==> src/rtl/ctrl_seq.sv <==
// Shared encodings plus the multi-cycle control sequencer:
// IDLE -> EXEC -> (MEM) -> WB, with sticky HALT and FAULT.
package ctrl_seq_pkg;
   localparam logic [3:0] OP_MOV  = 4'd0;
   localparam logic [3:0] OP_ADD  = 4'd1;
   localparam logic [3:0] OP_SUB  = 4'd2;
   localparam logic [3:0] OP_ASR  = 4'd3;
   localparam logic [3:0] OP_ASL  = 4'd4;
   localparam logic [3:0] OP_OR   = 4'd5;
   localparam logic [3:0] OP_AND  = 4'd6;
   localparam logic [3:0] OP_XOR  = 4'd7;
   localparam logic [3:0] OP_LSL  = 4'd8;
   localparam logic [3:0] OP_LSR  = 4'd9;
   localparam logic [3:0] OP_CND  = 4'd10;
   localparam logic [3:0] OP_SPEC = 4'd11;
   localparam logic [3:0] OP_LD   = 4'd12;
   localparam logic [3:0] OP_LDA  = 4'd13;
   localparam logic [3:0] OP_ST   = 4'd14;
   localparam logic [3:0] OP_CBR  = 4'd15;

   localparam logic [3:0] ALU_NOP = 4'd0;
   localparam logic [3:0] ALU_MOV = 4'd1;
   localparam logic [3:0] ALU_ADD = 4'd2;
   localparam logic [3:0] ALU_SUB = 4'd3;
   localparam logic [3:0] ALU_ASR = 4'd4;
   localparam logic [3:0] ALU_ASL = 4'd5;
   localparam logic [3:0] ALU_OR  = 4'd6;
   localparam logic [3:0] ALU_AND = 4'd7;
   localparam logic [3:0] ALU_XOR = 4'd8;
   localparam logic [3:0] ALU_LSL = 4'd9;
   localparam logic [3:0] ALU_LSR = 4'd10;
   localparam logic [3:0] ALU_CND = 4'd11;

   localparam logic [1:0] RAM_NONE  = 2'd0;
   localparam logic [1:0] RAM_READ  = 2'd1;
   localparam logic [1:0] RAM_WRITE = 2'd2;

   localparam logic [1:0] WB_NONE = 2'd0;
   localparam logic [1:0] WB_ALU  = 2'd1;
   localparam logic [1:0] WB_RAM  = 2'd2;
   localparam logic [1:0] WB_PC   = 2'd3;

   typedef enum logic [2:0] {
      S_IDLE  = 3'd0,
      S_EXEC  = 3'd1,
      S_MEM   = 3'd2,
      S_WB    = 3'd3,
      S_HALT  = 3'd4,
      S_FAULT = 3'd5
   } state_t;
endpackage

module ctrl_seq
   import ctrl_seq_pkg::*;
#(
   parameter int DW      = 32,
   parameter int RW      = 5,
   parameter int IW      = 16,
   parameter int PC_STEP = 4,
   parameter int TIMEOUT = 16
) (
   input logic         i_clk,
   input logic         i_rst,
   ctrl_seq_if.master  bus
);
   localparam int CW = (TIMEOUT > 2) ? $clog2(TIMEOUT) : 1;
   localparam logic [CW-1:0] CNT_LAST = CW'(TIMEOUT - 1);

   state_t        state;
   logic [CW-1:0] cnt;
   logic [3:0]    op_q;
   logic [RW-1:0] reg0_q, reg1_q;
   logic [DW-1:0] v0_q, v1_q, pc_q;

   logic [3:0]    alu_q;
   logic          req_q;
   logic [1:0]    ract_q;
   logic [DW-1:0] raddr_q;
   logic          wb_en_q;
   logic [RW-1:0] wb_reg_q;
   logic [1:0]    wb_type_q;
   logic          jump_q;
   logic [DW-1:0] pcj_q;
   logic          fault_q;

   logic          is_ld, is_lda, is_st, is_cbr, is_mem;
   logic [3:0]    alu_sel;
   logic [1:0]    wb_sel;
   logic [RW-1:0] wbreg_sel;
   logic          jump_sel;
   logic [DW-1:0] pcj_sel;
   logic [DW-1:0] raddr_sel;
   logic          run_ok, ready;

   always_comb begin
      is_ld  = (op_q == OP_LD);
      is_lda = (op_q == OP_LDA);
      is_st  = (op_q == OP_ST);
      is_cbr = (op_q == OP_CBR);
      is_mem = is_ld | is_lda | is_st;
      case (op_q)
         OP_MOV:  alu_sel = ALU_MOV;
         OP_ADD:  alu_sel = ALU_ADD;
         OP_SUB:  alu_sel = ALU_SUB;
         OP_ASR:  alu_sel = ALU_ASR;
         OP_ASL:  alu_sel = ALU_ASL;
         OP_OR:   alu_sel = ALU_OR;
         OP_AND:  alu_sel = ALU_AND;
         OP_XOR:  alu_sel = ALU_XOR;
         OP_LSL:  alu_sel = ALU_LSL;
         OP_LSR:  alu_sel = ALU_LSR;
         OP_CND:  alu_sel = ALU_CND;
         default: alu_sel = ALU_NOP;
      endcase
      // Loads and branches take precedence over the NOP -> no-writeback rule
      if (is_ld || is_lda)         wb_sel = WB_RAM;
      else if (is_cbr)             wb_sel = WB_PC;
      else if (alu_sel == ALU_NOP) wb_sel = WB_NONE;
      else                         wb_sel = WB_ALU;
      wbreg_sel = is_cbr ? reg0_q : reg1_q;
      jump_sel  = (is_cbr && v0_q != '0) || is_lda;
      pcj_sel   = is_lda ? (pc_q + DW'(PC_STEP)) : v1_q;
      unique case (1'b1)
         is_ld:   raddr_sel = v0_q;
         is_lda:  raddr_sel = pc_q;
         default: raddr_sel = v1_q;
      endcase
   end

   assign run_ok = bus.i_run & ~i_rst;
   assign ready  = (state == S_IDLE) & run_ok;

   always_ff @(posedge i_clk) begin
      if (i_rst) begin
         state     <= S_IDLE;
         cnt       <= '0;
         op_q      <= '0;
         reg0_q    <= '0;
         reg1_q    <= '0;
         v0_q      <= '0;
         v1_q      <= '0;
         pc_q      <= '0;
         alu_q     <= '0;
         req_q     <= 1'b0;
         ract_q    <= RAM_NONE;
         raddr_q   <= '0;
         wb_en_q   <= 1'b0;
         wb_reg_q  <= '0;
         wb_type_q <= WB_NONE;
         jump_q    <= 1'b0;
         pcj_q     <= '0;
         fault_q   <= 1'b0;
      end else begin
         wb_en_q <= 1'b0;
         jump_q  <= 1'b0;
         unique case (state)
            S_IDLE: begin
               if (bus.i_ir_valid && ready) begin
                  op_q   <= bus.i_inst;
                  reg0_q <= bus.i_reg0;
                  reg1_q <= bus.i_reg1;
                  v0_q   <= bus.i_val_reg0;
                  v1_q   <= bus.i_val_reg1;
                  pc_q   <= bus.i_pc_inc;
                  state  <= (bus.i_ir == '0) ? S_HALT : S_EXEC;
               end
            end
            S_EXEC: begin
               if (is_mem) begin
                  state   <= S_MEM;
                  cnt     <= '0;
                  req_q   <= 1'b1;
                  ract_q  <= is_st ? RAM_WRITE : RAM_READ;
                  raddr_q <= raddr_sel;
               end else begin
                  state     <= S_WB;
                  alu_q     <= alu_sel;
                  wb_type_q <= wb_sel;
                  wb_reg_q  <= wbreg_sel;
                  wb_en_q   <= (wb_sel != WB_NONE);
                  jump_q    <= jump_sel;
                  pcj_q     <= pcj_sel;
               end
            end
            S_MEM: begin
               // Ack is checked first so it wins over a same-cycle timeout
               if (bus.i_ram_ack) begin
                  req_q  <= 1'b0;
                  ract_q <= RAM_NONE;
                  if (is_st) begin
                     state <= S_IDLE;
                  end else begin
                     state     <= S_WB;
                     alu_q     <= alu_sel;
                     wb_type_q <= wb_sel;
                     wb_reg_q  <= wbreg_sel;
                     wb_en_q   <= (wb_sel != WB_NONE);
                     jump_q    <= jump_sel;
                     pcj_q     <= pcj_sel;
                  end
               end else if (cnt == CNT_LAST) begin
                  state   <= S_FAULT;
                  req_q   <= 1'b0;
                  ract_q  <= RAM_NONE;
                  fault_q <= 1'b1;
               end else begin
                  cnt <= cnt + 1'b1;
               end
            end
            S_WB:    state <= S_IDLE;
            S_HALT:  state <= S_HALT;
            S_FAULT: state <= S_FAULT;
            default: state <= S_IDLE;
         endcase
      end
   end

   assign bus.o_ir_ready   = ready;
   assign bus.o_alu_action = alu_q;
   assign bus.o_ram_req    = req_q;
   assign bus.o_ram_action = ract_q;
   assign bus.o_ram_addr   = raddr_q;
   assign bus.o_wb_en      = wb_en_q;
   assign bus.o_wb_reg     = wb_reg_q;
   assign bus.o_wb_type    = wb_type_q;
   assign bus.o_do_jump    = jump_q;
   assign bus.o_pc_jump    = pcj_q;
   assign bus.o_fault      = fault_q;
   assign bus.o_state      = state;
   assign bus.o_run        = (state == S_IDLE) ? run_ok :
                             (state == S_EXEC) || (state == S_MEM) ||
                             (state == S_WB);
endmodule

==> src/rtl/ctrl_seq_if.sv <==
// Instruction, RAM, writeback and status bundle for ctrl_seq.
// master = sequencer side, slave = fetch/datapath side.
interface ctrl_seq_if #(
   parameter int DW = 32,
   parameter int RW = 5,
   parameter int IW = 16
);
   logic          i_run;
   logic          i_ir_valid;
   logic          o_ir_ready;
   logic [IW-1:0] i_ir;
   logic [3:0]    i_inst;
   logic [RW-1:0] i_reg0;
   logic [RW-1:0] i_reg1;
   logic [DW-1:0] i_val_reg0;
   logic [DW-1:0] i_val_reg1;
   logic [DW-1:0] i_pc_inc;
   logic [3:0]    o_alu_action;
   logic          o_ram_req;
   logic [1:0]    o_ram_action;
   logic [DW-1:0] o_ram_addr;
   logic          i_ram_ack;
   logic          o_wb_en;
   logic [RW-1:0] o_wb_reg;
   logic [1:0]    o_wb_type;
   logic          o_do_jump;
   logic [DW-1:0] o_pc_jump;
   logic          o_run;
   logic          o_fault;
   logic [2:0]    o_state;

   modport master (
      input  i_run, i_ir_valid, i_ir, i_inst,
      input  i_reg0, i_reg1, i_val_reg0, i_val_reg1,
      input  i_pc_inc, i_ram_ack,
      output o_ir_ready, o_alu_action, o_ram_req,
      output o_ram_action, o_ram_addr, o_wb_en,
      output o_wb_reg, o_wb_type, o_do_jump,
      output o_pc_jump, o_run, o_fault, o_state
   );

   modport slave (
      output i_run, i_ir_valid, i_ir, i_inst,
      output i_reg0, i_reg1, i_val_reg0, i_val_reg1,
      output i_pc_inc, i_ram_ack,
      input  o_ir_ready, o_alu_action, o_ram_req,
      input  o_ram_action, o_ram_addr, o_wb_en,
      input  o_wb_reg, o_wb_type, o_do_jump,
      input  o_pc_jump, o_run, o_fault, o_state
   );
endinterface

==> src/flat_wrapper.sv <==
// flat-port wrapper written by rule: the top's interface ports become plain ports
module ctrl_seq_flat import ctrl_seq_pkg::*;
#(
   parameter int DW      = 32,
   parameter int RW      = 5,
   parameter int IW      = 16,
   parameter int PC_STEP = 4,
   parameter int TIMEOUT = 16
)
  (i_clk, i_rst, bus_i_run, bus_i_ir_valid, bus_i_ir, bus_i_inst, bus_i_reg0, bus_i_reg1, bus_i_val_reg0, bus_i_val_reg1, bus_i_pc_inc, bus_i_ram_ack, bus_o_ir_ready, bus_o_alu_action, bus_o_ram_req, bus_o_ram_action, bus_o_ram_addr, bus_o_wb_en, bus_o_wb_reg, bus_o_wb_type, bus_o_do_jump, bus_o_pc_jump, bus_o_run, bus_o_fault, bus_o_state);
  ctrl_seq_if #(.DW(DW), .RW(RW), .IW(IW)) bus_i ();
  input logic i_clk;
  input logic i_rst;
  input wire logic [$bits(bus_i.i_run)-1:0] bus_i_run;
  input wire logic [$bits(bus_i.i_ir_valid)-1:0] bus_i_ir_valid;
  input wire logic [$bits(bus_i.i_ir)-1:0] bus_i_ir;
  input wire logic [$bits(bus_i.i_inst)-1:0] bus_i_inst;
  input wire logic [$bits(bus_i.i_reg0)-1:0] bus_i_reg0;
  input wire logic [$bits(bus_i.i_reg1)-1:0] bus_i_reg1;
  input wire logic [$bits(bus_i.i_val_reg0)-1:0] bus_i_val_reg0;
  input wire logic [$bits(bus_i.i_val_reg1)-1:0] bus_i_val_reg1;
  input wire logic [$bits(bus_i.i_pc_inc)-1:0] bus_i_pc_inc;
  input wire logic [$bits(bus_i.i_ram_ack)-1:0] bus_i_ram_ack;
  output wire logic [$bits(bus_i.o_ir_ready)-1:0] bus_o_ir_ready;
  output wire logic [$bits(bus_i.o_alu_action)-1:0] bus_o_alu_action;
  output wire logic [$bits(bus_i.o_ram_req)-1:0] bus_o_ram_req;
  output wire logic [$bits(bus_i.o_ram_action)-1:0] bus_o_ram_action;
  output wire logic [$bits(bus_i.o_ram_addr)-1:0] bus_o_ram_addr;
  output wire logic [$bits(bus_i.o_wb_en)-1:0] bus_o_wb_en;
  output wire logic [$bits(bus_i.o_wb_reg)-1:0] bus_o_wb_reg;
  output wire logic [$bits(bus_i.o_wb_type)-1:0] bus_o_wb_type;
  output wire logic [$bits(bus_i.o_do_jump)-1:0] bus_o_do_jump;
  output wire logic [$bits(bus_i.o_pc_jump)-1:0] bus_o_pc_jump;
  output wire logic [$bits(bus_i.o_run)-1:0] bus_o_run;
  output wire logic [$bits(bus_i.o_fault)-1:0] bus_o_fault;
  output wire logic [$bits(bus_i.o_state)-1:0] bus_o_state;
  assign bus_i.i_run = bus_i_run;
  assign bus_i.i_ir_valid = bus_i_ir_valid;
  assign bus_i.i_ir = bus_i_ir;
  assign bus_i.i_inst = bus_i_inst;
  assign bus_i.i_reg0 = bus_i_reg0;
  assign bus_i.i_reg1 = bus_i_reg1;
  assign bus_i.i_val_reg0 = bus_i_val_reg0;
  assign bus_i.i_val_reg1 = bus_i_val_reg1;
  assign bus_i.i_pc_inc = bus_i_pc_inc;
  assign bus_i.i_ram_ack = bus_i_ram_ack;
  assign bus_o_ir_ready = bus_i.o_ir_ready;
  assign bus_o_alu_action = bus_i.o_alu_action;
  assign bus_o_ram_req = bus_i.o_ram_req;
  assign bus_o_ram_action = bus_i.o_ram_action;
  assign bus_o_ram_addr = bus_i.o_ram_addr;
  assign bus_o_wb_en = bus_i.o_wb_en;
  assign bus_o_wb_reg = bus_i.o_wb_reg;
  assign bus_o_wb_type = bus_i.o_wb_type;
  assign bus_o_do_jump = bus_i.o_do_jump;
  assign bus_o_pc_jump = bus_i.o_pc_jump;
  assign bus_o_run = bus_i.o_run;
  assign bus_o_fault = bus_i.o_fault;
  assign bus_o_state = bus_i.o_state;
  ctrl_seq #(.DW(DW), .RW(RW), .IW(IW), .PC_STEP(PC_STEP), .TIMEOUT(TIMEOUT)) u_core (.i_clk(i_clk), .i_rst(i_rst), .bus(bus_i));
endmodule
==> config.mk <==
export PLATFORM = sky130hd
export DESIGN_NAME = ctrl_seq_flat
export DESIGN_NICKNAME = d
export VERILOG_FILES = /design/src/rtl/ctrl_seq.sv /design/src/rtl/ctrl_seq_if.sv /design/src/flat_wrapper.sv
export SDC_FILE = /design/constraint.sdc
export NUM_CORES = 1
export LEC_CHECK = 0
export CORE_MARGIN = 3
export CORE_UTILIZATION = 53
export DETAILED_ROUTE_END_ITERATION = 10
export HOLD_SLACK_MARGIN = 0.1
export PLACE_DENSITY_LB_ADDON = 0.2
export SETUP_SLACK_MARGIN = 0.3
export SKIP_CTS_REPAIR_TIMING = 1
export SLEW_MARGIN = 5
export SYNTH_ARGS = -nofsm -noshare
export SYNTH_HDL_FRONTEND = slang
export SYNTH_SLANG_ARGS = --single-unit
==> constraint.sdc <==
create_clock -name i_clk -period 5.05 [get_ports i_clk]
set_clock_uncertainty 0.15 [all_clocks]
set_input_delay 0.505 -clock i_clk [delete_from_list [all_inputs] [get_ports i_clk]]
set_output_delay 0.505 -clock i_clk [all_outputs]
set_load 0.01 [all_outputs]
## After elaboration in Yosys (flattened, before gate mapping)

Memories as Yosys holds them, arrays and structs flattened. A register that Yosys moved wholly into a read port is not among the register bits.
Index checks and enable logic that the tools add are counted.
W data, S select, Z words.

- $add $sub $neg: 2
- Equality and inequality tests: 18
- Multiplexer cells: 53
- Bitwise logic cells: 6
- Reductions and logical operators: 19

Operators by type and width:

| operator | count |
|---|---|
| $mux W32 | 4 |
| $pmux W32 S2 | 2 |
| $add A32 B3 Y32 const B | 1 |
| $mux W4 | 8 |
| $reduce_bool A32 Y1 | 1 |
| $eq A4 B4 Y1 const B | 5 |
| $mux W2 | 10 |
| $mux W5 | 4 |
| $logic_not A16 Y1 | 1 |
| $pmux W4 S2 | 2 |
| $pmux W3 S5 | 1 |
| $mux W1 | 12 |
| $mux W3 | 4 |
| $ne A2 B2 Y1 const B | 5 |
| $pmux W5 S2 | 1 |
| $pmux W2 S2 | 2 |
| $reduce_and A4 Y1 | 2 |
| $eq A3 B2 Y1 const B | 2 |
| $eq A3 B3 Y1 const B | 2 |
| $pmux W1 S2 | 3 |
| $reduce_and A2 Y1 | 3 |
| $reduce_and A3 Y1 | 2 |
| $add A4 B1 Y4 const B | 1 |
| $logic_not A4 Y1 | 1 |
| other kinds (10) | 19 |

- Bits in registers: 198
- Bits in read-only memories: 64
- Input bits: 131
- Word-level logic and storage cells: 117
- Memories kept: 1

Memories:

| name | words | width | rd ports | clocked after memory_dff | wr ports | line | RTL |
|---|---|---|---|---|---|---|---|
| (no name shown) | 16 | 4 | 1 | 1 | 0 | ctrl_seq.sv:101 | `case (op_q)` |

## Longest topological paths before layout

Gate-level depths: netlist of run 1.

- Depth after elaboration: 8
- Gate-level depth with buffers: 11
- Mapped depth without buffers: 7

## Worst setup path after synthesis of run 1

No wires, ideal clock.

- Kind: input port to flip-flop
- Start: input port i_rst
- End: register, netlist name u_core.alu_sel[1]
- Data arrival time: 2.356 ns
- Required time: 4.783 ns
- Path slack: 2.426 ns
- Cell stages on the path: 10
- Buffers on the path: 5
- Cell sequence: clkbuf_8 nor2b_1 and3_1 clkbuf_1 buf_2 clkbuf_1 clkbuf_1 o21ai_0 ha_1 nor2b_1

- Cells in the longest elaborated chain, start to end: 7

RTL lines:

| item | line | RTL |
|---|---|---|
| start, declared | flat_wrapper.sv:13 | `input logic i_rst;` |
| $not A1 Y1 | ctrl_seq.sv:130 | `assign run_ok = bus.i_run & ~i_rst;` |
| $and A1 B1 Y1 | ctrl_seq.sv:130 |  |
| $and A1 B1 Y1 | ctrl_seq.sv:131 | `assign ready = (state == S_IDLE) & run_ok;` |
| $logic_and A1 B1 Y1 | ctrl_seq.sv:158 | `if (bus.i_ir_valid && ready) begin` |
| $reduce_and A2 Y1 (no source line) | - |  |
| $mux W4 (no source line) | - |  |
| $mux W4 (no source line) (*) | - |  |

Every way passes the cells marked *; elsewhere a longest branch is shown, timed or not.
A chain may end at the register's enable or synchronous reset.

## Final worst setup path of run 1

- Start: register u_core.state[1] (netlist: u_core.bus.o_state[1])
- End: register u_core.pcj_q[23] (netlist: u_core.bus.o_pc_jump[23])

- Cells in the longest elaborated chain, start to end: 3
- Elaborated cells on any way between the ends: 8
- Classes of those cells: eq/ne: 5; mux: 1; reduce/logical: 2

RTL lines:

| item | line | RTL |
|---|---|---|
| start, declared | ctrl_seq.sv:69 | `state_t state;` |
| start signal, assigned | ctrl_seq.sv:165 | `state <= (bus.i_ir == '0) ? S_HALT : S_EXEC;` |
| $eq A3 B1 Y1 or $eq A3 B2 Y1 (tied branches) | ctrl_seq.sv:156 | `unique case (state)` |
| $ne A2 B2 Y1 (no source line) or $reduce_bool A2 Y1 (tied branches) | - |  |
| $reduce_and A4 Y1 (no source line) | - |  |
| end signal, assigned | ctrl_seq.sv:182 | `pcj_q <= pcj_sel;` |
| end signal, assigned | ctrl_seq.sv:199 | `pcj_q <= pcj_sel;` |
| end, declared | ctrl_seq.sv:83 | `logic [DW-1:0] pcj_q;` |

Several ways; a longest one is shown, not always the timed one.

==> flow_summary.json, run 1 <==
{
  "ir_drop_uv": 198,
  "htreeDepth": 1,
  "status": "complete, no violations",
  "rsz0062_at_grt": "false",
  "drc": 0,
  "drive_gt1_share_pct": 4.61,
  "grt_pass1_vias": 7833,
  "synth_ff_type": "dfxtp_1",
  "wirelength_mm": 25.0,
  "grt_most_used_layer": "met2",
  "cp_max_fo": 41,
  "layout_common_cells": "275 x nand2_1, 215 x clkdlybuf4s50_1, 201 x dfxtp_1",
  "cts_sinks": 202,
  "tritoncts": "yes",
  "pin_count": 217,
  "switching_share_pct": 25.9,
  "met3_usage_pct": 4.14,
  "numPortBuffers": 216,
  "p_switching_mw": 1.01,
  "seqPwrFrac_pct": 46.4,
  "async_flop_share_pct": 0,
  "synth_edf_count": 0,
  "fin_ws_ns": 1.80,
  "synth-simple-area-share_pct": 23.7,
  "crit_path_start_kind": "flip-flop",
  "worstReg2RegEnd": "u_core.bus.o_pc_jump[23]$_SDFFE_PP0P_",
  "hp-class": "reg2reg",
  "final_common_cell": "nand2_1",
  "clockPowerShare_pct": 39.2,
  "synth_top_family_by_area": "simple AND/OR/NAND/NOR gates",
  "synth_xor_area_share_pct": 2.58,
  "fin_crit_sh_pct": 64.3,
  "drt_iter0_drc": 629,
  "track_usage_pct": 26.5,
  "overflow": 0,
  "use_met2_pct": 44.9,
  "drtPass1Iterations": 6,
  "muxShareOfSynthArea_pct": 4.56,
  "ant_nets": 0,
  "gr-usage-met1_pct": 36.2,
  "r2r_slack_ns": 1.80,
  "hpwl_mm": 17.2,
  "nNetsFinal": 1404,
  "initial_utilization_pct": 54.8,
  "routedWlPerCell_um": 16.7,
  "core_area_mm2": 0.0161,
  "crit_slowest_cell": "nor2_4",
  "multiInputGateArea_mm2": 0.00437,
  "numCtsBuffers": 21,
  "grt_pass1_wl_mm": 39.7,
  "end_kind": "flip-flop",
  "synth_area_per_cell_um2": 7.97,
  "viasPerCell": 5.57,
  "tightest_slew_ns": 1.05,
  "fin_tns_setup_ns": 0,
  "worstRegToRegCells": 5,
  "setup_viol": 0,
  "slew_viol_final": 0,
  "cts_root_buffer": "clkbuf_16",
  "yosys_warnings": 0,
  "crit_end": "u_core.bus.o_pc_jump[23]$_SDFFE_PP0P_",
  "diodes": 0,
  "fmax_mhz": 308,
  "synthAdderAreaFrac_pct": 0.567,
  "synthCells": 1107,
  "gp_congestion": 0.831,
  "die_height_um": 135,
  "yosysSeqAreaShare_pct": 45.8,
  "synth_compound_area_share_pct": 17.9,
  "die-width_um": 135,
  "postLayoutCoreUtil_pct": 72.2,
  "fillers": 1300,
  "clk_latency_ns": 0.49,
  "critPathRequiredTime_ns": 5.30,
  "startpoint": "u_core.bus.o_state[1]$_SDFFE_PP0P_",
  "maxCapViolCount": 0,
  "p_comb_share_pct": 14.4,
  "crit_arrival_ns": 3.50,
  "relSlewSlack_pct": 29.7,
  "dp_slack_ns": 1.78,
  "critPathMaxStageDelay_ns": 0.80,
  "reg2reg_from": "u_core.bus.o_state[1]$_SDFFE_PP0P_",
  "die_area_mm2": 0.0182,
  "mappedNetlistArea_mm2": 0.00883,
  "critical_path_class": "reg2reg",
  "power_density_mw_per_mm2": 335,
  "synth_cell_type_count": 59,
  "path_cells": "nor3b_1, a22oi_1, nor2_4, nand3_1, o221ai_1",
  "period_minus_slack_ns": 3.25,
  "area_growth_pct": 31.8,
  "clockBufferDepth": 3,
  "clk_pin_slew_ns": 0.06,
  "grt_max_degree": 106,
  "hold_violations": 0,
  "seq_area_mm2": 0.00405,
  "fp-row-count": 46,
  "p_int_mw": 2.89,
  "syn-num-nets": 1242,
  "antenna_found_initial": 0,
  "vias": 8340,
  "leakagePower_nw": 3.92,
  "synth-seq-cells": 202
}
[cells by family (layout without fill, tap and decap cells)]
family,after synthesis,in the layout
xor gates and xnor gates,26,26
DFF,202,202
and+or+nand+nor,478,478
adders and majority gates,4,4
muxes,40,40
buffers and inverters,95,268
AOI/OAI and AO/OA,262,262
[through the flow]
| stage | power (mW) | std cells | area [um2] | hold WS, ns |
|---|---|---|---|---|
| 4_1_cts | 3.92 | 1496 | 11600 | 0.303 |
| 5_1_grt | 4.05 | 1496 | 11600 | 0.332 |
| 2_1_floorplan | 2.13 | 1107 | 8830 | 0.282 |
| 6_report | 3.90 | 1496 | 11600 | 0.303 |
| 3_5_place_dp | 2.40 | 1462 | 11000 | 0.295 |
| 3_3_place_gp | 2.38 | 1462 | 11000 | 0.290 |
[cells in the mapped netlist (all sizes together) (2+ instances only)]
library cell / number / area [um2]
nor3b: 3 / 22.5
nand2b: 2 / 15.0
nand3: 19 / 108
nor3: 9 / 45.0
or2: 2 / 12.5
o31ai: 6 / 45.0
ha: 4 / 50.1
a22o: 2 / 17.5
dfxtp: 202 / 4040
a311o: 2 / 20.0
a311oi: 6 / 52.6
mux2: 2 / 22.5
nor2: 104 / 390
or3: 14 / 88.8
mux2i: 38 / 380
xor2: 15 / 131
buf: 26 / 121
o221ai: 11 / 96.3
nand2: 275 / 1030
and3: 3 / 18.8
nor4: 18 / 128
and2: 3 / 18.8
nor2b: 5 / 31.3
a21oi: 60 / 300
clkbuf: 60 / 277
nand4: 11 / 83.8
a211o: 10 / 87.6
and3b: 2 / 17.5
inv: 9 / 33.8
o21ai: 111 / 556
nand4b: 2 / 23.8
xnor2: 11 / 96.3
a211oi: 39 / 293
a31oi: 2 / 12.5
or4: 2 / 18.8
o211ai: 6 / 45.0
[worst min path at each step]
stage | startpoint | to | slack, ns | cells after the start
2_1_floorplan | u_core.alu_sel[2]$_SDFF_PP0_ | u_core.bus.o_alu_action[2]$_SDFFE_PP0P_ | 0.28 | 2
3_3_place_gp | u_core.bus.o_pc_jump[16]$_SDFFE_PP0P_ | u_core.bus.o_pc_jump[16]$_SDFFE_PP0P_ | 0.29 | 2
3_5_place_dp | u_core.bus.o_pc_jump[16]$_SDFFE_PP0P_ | u_core.bus.o_pc_jump[16]$_SDFFE_PP0P_ | 0.30 | 2
4_1_cts | u_core.bus.o_pc_jump[16]$_SDFFE_PP0P_ | u_core.bus.o_pc_jump[16]$_SDFFE_PP0P_ | 0.30 | 2
5_1_grt | u_core.bus.o_pc_jump[12]$_SDFFE_PP0P_ | u_core.bus.o_pc_jump[12]$_SDFFE_PP0P_ | 0.33 | 2
6_report | u_core.bus.o_pc_jump[16]$_SDFFE_PP0P_ | u_core.bus.o_pc_jump[16]$_SDFFE_PP0P_ | 0.30 | 2
[power by group through the flow]
stage,logic [mW],clock network [mW],registers (mW)
after detailed placement,0.557,0,1.84
after CTS,0.562,1.56,1.80
after floorplan,0.307,0,1.82
final,0.559,1.53,1.81
after global routing,0.619,1.61,1.82
after global placement,0.547,0,1.84
[final cells by class]
cell class                      instances  share of cell area (%)
Clock buffer                           29                    5.38
Clock inverter                          5                   0.495
Inverter                                9                   0.301
Multi-Input combinational cell        810                    37.5
Sequential cell                       202                    34.8
Tap cell                              216                    2.32
Timing Repair Buffer                  225                    19.2
[per-layer routing]
metal / wire length (um) / part of all wire [%]
met1: 11000 / 44
met2: 11900 / 48
met3: 1710 / 6.8
met4: 403 / 1.6
met5: 0 / 0
[worst max-delay path: cells and delay by family, from the launching register on]
family | cells | cell delay, ns
AND/OR/NAND/NOR | 3 | 1.91
AO/OA/AOI/OAI | 2 | 0.63
flip-flops | 1 | 0.47
Note: power is estimated with default switching activity, not from simulation.
==> run 2: changes to the inputs <==
CORE_UTILIZATION = 45   (was 53)
clock period = 2.8 ns   (was 5.05 ns; I/O delays follow)
==> flow_summary.json, run 2 (synthesis gave the netlist of run 1 again) <==
{
  "fp-row-count": 50,
  "leakagePower_nw": 4.03,
  "rsz0062_at_grt": "false",
  "relSlewSlack_pct": 48.1,
  "wirelength_mm": 26.2,
  "status": "complete, no violations",
  "drc": 0,
  "clockBufferDepth": 3,
  "numCtsBuffers": 22,
  "crit_family": "simple AND/OR/NAND/NOR gates",
  "worstHoldEndpoint": "u_core.v0_q[25]$_SDFFE_PP0N_",
  "hold_violations": 0,
  "crit_path_start_kind": "flip-flop",
  "gp_congestion": 0.846,
  "drt_iter0_drc": 753,
  "fin_tns_setup_ns": 0,
  "end_kind": "flip-flop",
  "initial_utilization_pct": 46.6,
  "hp-class": "in2reg",
  "layout_common_cells": "275 x nand2_1, 215 x clkdlybuf4s50_1, 197 x dfxtp_1",
  "cp_max_fo": 7,
  "cp.buffers_inverters": 0,
  "grt_pass1_vias": 8077,
  "ir_drop_uv": 325,
  "tightest_slew_ns": 0.779,
  "diodes": 0,
  "seq_area_mm2": 0.00405,
  "fmax_mhz": 417,
  "path_cells": "ha_2, nand3_4, or4_4, or2_0, or3_1, a311oi_2",
  "tritoncts": "yes",
  "slew_viol_final": 0,
  "crit_arrival_ns": 2.64,
  "postLayoutCoreUtil_pct": 62.7,
  "whs_path_depth": 3,
  "vias": 8385,
  "track_usage_pct": 23.9,
  "critPathMaxStageDelay_ns": 0.56,
  "reg2reg_from": "u_core.pc_q[2]$_SDFFE_PP0N_",
  "clk_pin_slew_ns": 0.06,
  "clk_latency_ns": 0.49,
  "fin_crit_sh_pct": 85.6,
  "hpwl_mm": 18.3,
  "r2r_slack_ns": 0.40,
  "viasPerCell": 5.36,
  "fillers": 1694,
  "die_area_mm2": 0.0213,
  "die-width_um": 146,
  "power_density_mw_per_mm2": 598,
  "critical_path_class": "reg2reg",
  "crit_slowest_cell": "or4_4",
  "nNetsFinal": 1426,
  "routedWlPerCell_um": 16.7,
  "core_area_mm2": 0.0190,
  "multiInputGateArea_mm2": 0.00438,
  "overflow": 0,
  "hp-start": "bus_i_val_reg0[25]",
  "die_height_um": 146,
  "critPathRequiredTime_ns": 3.05,
  "antenna_found_initial": 1,
  "numPortBuffers": 216,
  "area_growth_pct": 34.7,
  "drive_gt1_share_pct": 6.37,
  "maxCapViolCount": 0,
  "htreeDepth": 1,
  "final_common_cell": "nand2_1",
  "setup_viol": 0,
  "whs_ns": 0.191,
  "grt_max_degree": 128,
  "pin_count": 217,
  "cts_root_buffer": "clkbuf_16",
  "ant_nets": 0,
  "worstReg2RegEnd": "u_core.bus.o_pc_jump[30]$_SDFFE_PP0P_",
  "grt_pass1_wl_mm": 42.6,
  "worstRegToRegCells": 6,
  "cts_sinks": 202,
  "period_minus_slack_ns": 2.40,
  "cp.depth": 6,
  "drtPass1Iterations": 5
}
[run 2: changes by cell type in the layout (fill, tap and decap cells not counted), sizes merged]
cell / before / now
inv: 10 / 9
buf: 10 / 30
dlygate4sd3: 0 / 1
clkbuf: 29 / 33
[run 2: area by class of cell]
type | instances | share of cell area (%)
clock inverter | 4 | 0.379
sequential | 202 | 34.1
multi-input combinational | 810 | 36.8
clock buffer | 33 | 5.41
inverter | 9 | 0.305
timing repair buffer | 246 | 20.3
tap | 260 | 2.74
[run 2: worst max-delay path by stage]
stage                                                       end                          startpoint
after floorplan                       u_core.alu_sel[1]$_DFF_P_  u_core.bus.o_state[2]$_SDFFE_PP0P_
final                     u_core.bus.o_pc_jump[30]$_SDFFE_PP0P_         u_core.pc_q[2]$_SDFFE_PP0N_
after detailed placement  u_core.bus.o_pc_jump[30]$_SDFFE_PP0P_         u_core.pc_q[2]$_SDFFE_PP0N_
after global placement    u_core.bus.o_pc_jump[30]$_SDFFE_PP0P_         u_core.pc_q[2]$_SDFFE_PP0N_
after CTS                 u_core.bus.o_pc_jump[30]$_SDFFE_PP0P_         u_core.pc_q[2]$_SDFFE_PP0N_
after global routing      u_core.bus.o_pc_jump[30]$_SDFFE_PP0P_         u_core.pc_q[2]$_SDFFE_PP0N_
[run 2: where the power goes]
part | total, mW | switching [mW] | leakage, nW | internal, mW
clock | 2.77 | 1.11 | 0.339 | 1.67
combinational | 1.08 | 0.550 | 2.05 | 0.533
sequential | 3.25 | 0.175 | 1.64 | 3.08
[run 2: worst reg2reg max path, delay by kind of cell, from the launching register on]
kind                       cells  cell delay [ns]
and+or+nand+nor                4             1.27
adders and majority gates      1             0.23
AOI/OAI and AO/OA              1             0.28
DFF                            1             0.38
[run 2: metrics by stage]
stage / cells / setup slack (ns) / instance area, um2 / power, mW
6_report: 1564 / 0.403 / 11900 / 7.11
5_1_grt: 1564 / 0.308 / 11900 / 7.43
4_1_cts: 1563 / 0.372 / 11900 / 7.15
3_5_place_dp: 1526 / 0.390 / 11200 / 4.38
3_3_place_gp: 1526 / 0.420 / 11200 / 4.36
2_1_floorplan: 1107 / 0.315 / 8830 / 3.84
[run 2: layer usage]
| metal | track usage (%) | share of wire (%) |
|---|---|---|
| met4 | 5.46 | 1.9 |
| met5 | 0 | 0.050 |
| met3 | 4.62 | 7.2 |
| met2 | 38.5 | 45 |
| met1 | 33.5 | 46 |
